--- src/rtl/memory_arbiter.sv ---
// Serializes L1I and L1D traffic onto one backing-memory port, one word at a time.
// L1D has priority; a saturating streak counter forces an L1I grant after STARVE_LIMIT L1D wins.
`ifndef DATA_SOURCE_NONE
`define DATA_SOURCE_NONE 2'd0
`endif
`ifndef DATA_SOURCE_ROM
`define DATA_SOURCE_ROM 2'd1
`endif
`ifndef DATA_SOURCE_RAM
`define DATA_SOURCE_RAM 2'd2
`endif

module memory_arbiter #(
  parameter int ADDR_WIDTH   = 32,
  parameter int DATA_WIDTH   = 32,
  parameter int STARVE_LIMIT = 4
) (
  input  logic                  clock,
  input  logic                  reset_n,
  input  logic                  l1i_req,
  input  logic [ADDR_WIDTH-1:0] l1i_address,
  input  logic                  l1d_req,
  input  logic                  l1d_write,
  input  logic [ADDR_WIDTH-1:0] l1d_address,
  input  logic [DATA_WIDTH-1:0] l1d_input_data,
  output logic                  mem_req,
  output logic                  mem_write,
  output logic [ADDR_WIDTH-1:0] mem_address,
  output logic [DATA_WIDTH-1:0] mem_wdata,
  input  logic [DATA_WIDTH-1:0] mem_rdata,
  input  logic                  mem_ready,
  output logic [DATA_WIDTH-1:0] output_data,
  output logic [1:0]            data_source,
  output logic                  stall_l1i,
  output logic                  stall_l1d
);

  typedef enum logic [1:0] {
    IDLE = 2'd0,
    BUSY = 2'd1,
    RESP = 2'd2
  } state_t;

  localparam logic [3:0] STREAK_LIMIT_C = 4'(STARVE_LIMIT);

  state_t                  state_r, state_s;
  logic                    mem_req_r, mem_req_s;
  logic                    mem_write_r, mem_write_s;
  logic [ADDR_WIDTH-1:0]   mem_address_r, mem_address_s;
  logic [DATA_WIDTH-1:0]   mem_wdata_r, mem_wdata_s;
  logic [DATA_WIDTH-1:0]   output_data_r, output_data_s;
  logic [1:0]              data_source_r, data_source_s;
  logic                    winner_i_r, winner_i_s;
  logic [3:0]              streak_r, streak_s;
  logic                    grant_i_s;

  // Next-state, arbitration and transaction latching
  always_comb begin
    state_s       = state_r;
    mem_req_s     = mem_req_r;
    mem_write_s   = mem_write_r;
    mem_address_s = mem_address_r;
    mem_wdata_s   = mem_wdata_r;
    output_data_s = output_data_r;
    data_source_s = data_source_r;
    winner_i_s    = winner_i_r;
    streak_s      = streak_r;
    grant_i_s     = l1i_req & (~l1d_req | (streak_r >= STREAK_LIMIT_C));

    case (state_r)
      IDLE: begin
        if (l1i_req | l1d_req) begin
          state_s    = BUSY;
          mem_req_s  = 1'b1;
          winner_i_s = grant_i_s;
          if (grant_i_s) begin
            mem_address_s = l1i_address;
            mem_write_s   = 1'b0;
          end else begin
            mem_address_s = l1d_address;
            mem_write_s   = l1d_write;
            mem_wdata_s   = l1d_input_data;
          end
          // Streak only grows while L1I is actually being passed over
          if (!grant_i_s && l1i_req) begin
            streak_s = (streak_r == 4'hF) ? 4'hF : (streak_r + 4'd1);
          end else begin
            streak_s = 4'd0;
          end
        end else begin
          state_s = IDLE;
        end
      end
      BUSY: begin
        if (mem_ready) begin
          state_s   = RESP;
          mem_req_s = 1'b0;
          if (mem_write_r) begin
            data_source_s = `DATA_SOURCE_NONE;
          end else begin
            output_data_s = mem_rdata;
            data_source_s = winner_i_r ? `DATA_SOURCE_ROM : `DATA_SOURCE_RAM;
          end
        end else begin
          state_s = BUSY;
        end
      end
      RESP: begin
        state_s       = IDLE;
        data_source_s = `DATA_SOURCE_NONE;
      end
      default: begin
        state_s       = IDLE;
        mem_req_s     = 1'b0;
        data_source_s = `DATA_SOURCE_NONE;
      end
    endcase
  end

  // State and output registers with synchronous active-low reset
  always_ff @(posedge clock) begin
    if (!reset_n) begin
      state_r       <= IDLE;
      mem_req_r     <= 1'b0;
      mem_write_r   <= 1'b0;
      mem_address_r <= '0;
      mem_wdata_r   <= '0;
      output_data_r <= '0;
      data_source_r <= `DATA_SOURCE_NONE;
      winner_i_r    <= 1'b0;
      streak_r      <= 4'd0;
    end else begin
      state_r       <= state_s;
      mem_req_r     <= mem_req_s;
      mem_write_r   <= mem_write_s;
      mem_address_r <= mem_address_s;
      mem_wdata_r   <= mem_wdata_s;
      output_data_r <= output_data_s;
      data_source_r <= data_source_s;
      winner_i_r    <= winner_i_s;
      streak_r      <= streak_s;
    end
  end

  assign mem_req     = mem_req_r;
  assign mem_write   = mem_write_r;
  assign mem_address = mem_address_r;
  assign mem_wdata   = mem_wdata_r;
  assign output_data = output_data_r;
  assign data_source = data_source_r;

  // Stalls drop only during the response cycle of the requester that was served
  assign stall_l1i = l1i_req & ~((state_r == RESP) &  winner_i_r);
  assign stall_l1d = l1d_req & ~((state_r == RESP) & ~winner_i_r);

endmodule

--- config.mk ---
export PLATFORM = sky130hd
export DESIGN_NAME = memory_arbiter
export DESIGN_NICKNAME = d
export VERILOG_FILES = /design/src/rtl/memory_arbiter.sv
export SDC_FILE = /design/constraint.sdc
export NUM_CORES = 1
export LEC_CHECK = 0
export ABC_CLOCK_PERIOD_IN_PS = 1600
export CORE_ASPECT_RATIO = 2
export CORE_MARGIN = 2
export CORE_UTILIZATION = 27
export CTS_CLUSTER_SIZE = 16
export DETAILED_ROUTE_END_ITERATION = 8
export SLEW_MARGIN = 0
export SYNTH_ARGS = -nofsm -noshare
export SYNTH_HDL_FRONTEND = slang
export SYNTH_SLANG_ARGS = --single-unit
--- constraint.sdc ---
create_clock -name clock -period 1.6 [get_ports clock]
set_clock_uncertainty 0.15 [all_clocks]
set_input_delay 0.48 -clock clock [delete_from_list [all_inputs] [get_ports clock]]
set_output_delay 0.48 -clock clock [all_outputs]
set_load 0.01 [all_outputs]
==> results.md <==
* Status: finished, violations left
* Violated checks: negative setup slack
* Core ar. at 0.01610 mm2
* Drt first pass iters at 4
* Clk slew on worst S/H paths at 0.08 ns
* Largest net degree at the start of global routing at 50
* Unrepaired setup endpoints after global routing: yes
* Placed cell count at 947
* Main combinational cell family by area after synthesis: compound AO/OA/AOI/OAI gates
* Fmax at 555.3 MHz
* Critical path class: register to primary output
* Worst Hold Launch: output_data[13]
* Starting Density at 0.2743
* Clk_lat worst skew at 0.35 ns
* Post-synth ARST share at 0
* CP endpoint kind: primary output
* Leakage at 0.002917 uW
* Compound-Gate Fraction of Synth Area at 0.2394
* Worst vdd ir at 0.5554 mV
* Yosys reg bits at 107
* Register area share after synthesis at 0.4850
* Number of library cell types mapped by synthesis at 34
* Max-Cap Viols at 0
* Io pins at 236
* Hold depth at 2
* Mapped Nets at 669
* Slew Limit Headroom at 0.8178
* CTS Hold Bufs at 0
* Initial antenna violation count at 0
* CP max-delay cell: dfxtp_2
* Gpl congestion at 0.7454
* Vias/cell at 5.064
* DP Area at 0.007123 mm2
* CP arrival at 1.17 ns
* Hold Vio Cnt, Final at 0
* Initial DRC count at 213
* Min Clock Period, post-route at 1.801 ns
* Final setup violation count at 5
* Post-synthesis cell count at 534
* Startpoint types: register
* Synth Area in Adders at 0.002833
* CTS tree: built
* Post-synth EDFFs at 0
* Max incr delay on CP at 0.34 ns
* Maximum clock insertion buffer count at 2
* Place WS at -0.6738 ns
* # DRC at 0
* Hold path endpoint: output_data[13]
* Synth top cells by count: 107 x dfxtp_1, 68 x o21ai_0, 66 x nand2_1, 66 x nand3_1, 42 x a21oi_1
* Detailed Place HPWL at 10.66 mm
* Cell taking the most area after synthesis: dfxtp_1
* Simple-gate share of the synthesized area at 0.2025
* Count leader, synth: dfxtp_1
* Final cell count without fillers at 985
* Top delay family on crit path: flip-flops
* Post-route setup slack at -0.2008 ns
* Yosys warns at 0
* GR Util All Layers at 0.1833
* Worst Reg-to-Reg Cells at 7
* Vias at 4,988
* R2r startpoint: state_r[0]
* Final Instance Area at 0.007677 mm2
* Antenna Violating Nets Remaining at 0
* Xor/xnor cell area share of the yosys netlist at 0
* Post-synthesis mux area share at 0
* Final Cycle Share at 1.125
* Ranking of synthesized cells by area: dfxtp_1 48%, o21ai_0 7.7%, nand3_1 7.5%
* Area Overhead vs Synth at 73.82%
* Most used DFF post-synth: dfxtp_1
* Htree depth at 3
* Worst Tran Pin Value at 0.2734 ns
* Row cnt at 66
* CP Data Required Time at 0.97 ns
* Top cell type's share of synthesized area at 0.4850
* TNS Setup at -0.4223 ns
* Ratio of cells with drive above 1 in the final layout at 0.1895
* Die width at 94.44 um
* Post-Syn Area at 0.004417 mm2
* Flop-to-flop setup slack at -0.02 ns
* CP max FO at 3
* Layout Nets at 911
* Die Y at 184.9 um
* Clock sinks at 107
* Slew Limit Fails at 0
* Worst R2R End: mem_address[24]
* CTS buffer count at 9
* PD cells at 884.4 mW/mm2
* Critical path buffer and inverter count at 2
* Routed WL per cell at 18.06 um
* Gr ovfl total at 0
* Tot Pwr at 6790 uW
* CTS root buffer: clkbuf_16
* Global-route wire length before repair at 25.23 mm
* Port bufs at 235
* Final Routed Wirelength at 17.79 mm
* Hold Crit Class: register to register
* Antenna Diode Count at 0
* Die Area at 0.01746 mm2
* Worst path cell trace: buf_6 -> o31a_1 -> buf_2
* Avg Inst Size Synth at 8.271 um2
* Vias in the first global route at 4,694
==> worst max path at each step <==
| stage | start | end | cells past startpoint | slack, ns |
|---|---|---|---|---|
| after CTS | winner_i_r | stall_l1d | 3 | -0.22 |
| after detailed placement | l1d_req | stall_l1d | 3 | -0.67 |
| after floorplan | l1i_req | mem_address[23] | 5 | 0.01 |
| after global routing | winner_i_r | stall_l1d | 3 | -0.25 |
| final | winner_i_r | stall_l1d | 3 | -0.20 |
| after global placement | l1i_req | stall_l1i | 3 | -0.66 |
==> through the flow <==
stage	hold slack [ns]	util
after global placement	0.2910	0.4423
after floorplan	0.3038	-
after CTS	0.3042	0.4665
after global routing	0.3238	0.4768
final	0.3021	0.4768
after detailed placement	0.2965	0.4423
==> routing by layer <==
layer	global-route usage	part of all wire	vias to the layer above
met5	0	0	-
met4	0.04928	0.011	0
met3	0.05818	0.090	12
met2	0.2946	0.47	227
met1	0.2360	0.43	2330
li1	-	-	2419
==> cell type report <==
type	count	area, um2
clock inverter	6	72.57
fill	1558	8426
clock buffer	10	239.0
multi-input combinational	366	2068
inverter	4	15.01
sequential	107	2150
timing repair buffer	288	2878
tap	204	255.2
==> report_power, final <==
| group | internal [uW] | switching, uW |
|---|---|---|
| Sequential | 2830 | 85.2 |
| Combinational | 842 | 690 |
| Clock | 1280 | 1070 |
| Total | 4950 | 1840 |
==> logic make-up (layout without fill, tap and decap cells) <==
logic type	Yosys count	after routing
flip-flops	107	107
adder cells (fa/ha/maj)	1	1
AO/OA/AOI/OAI	183	183
buffers and inverters	64	308
AND/OR/NAND/NOR	179	182
==> timing repair <==
| item | 4_1_cts | 5_1_grt |
|---|---|---|
| hold endpoints to repair | 0 | 0 |
| setup endpoints to repair | 171 | 181 |
| gates resized for setup | 182 | 148 |
| buffers inserted | 3 | 7 |
| pin swaps | 3 | 10 |
| cloned | 4 | 9 |
==> tightest hold or removal path: stages, from the launching register on <==
cell	delay, ns
dfxtp_1	0.31
nand2_1	0.05
a21oi_1	0.05
==> sequential cells by signal (all words and copies together), names as in the netlist <==
name,cells
streak_r,4
mem_address,32
state_r,2
mem_wdata,32
mem_write,1
output_data,32
mem_req,1
data_source,2
winner_i_r,1
==> cells in the final DEF (no fill, tap or decap), drive strengths merged, types with 2 or more instances in the layout <==
cell and instances:
nand2 66, a21oi 42, clkdlybuf4s50 130, a21boi 29
clkdlybuf4s15 49, nand4 33, buf 54, or3b 5
clkinv 2, and3 2, o2111ai 2, dlygate4sd2 6
o31a 2, dfxtp 107, a31oi 32, clkbuf 58
nand3 66, o21ai 72, inv 6, nor2 4
No activity file was read; power rests on OpenSTA's default activity.
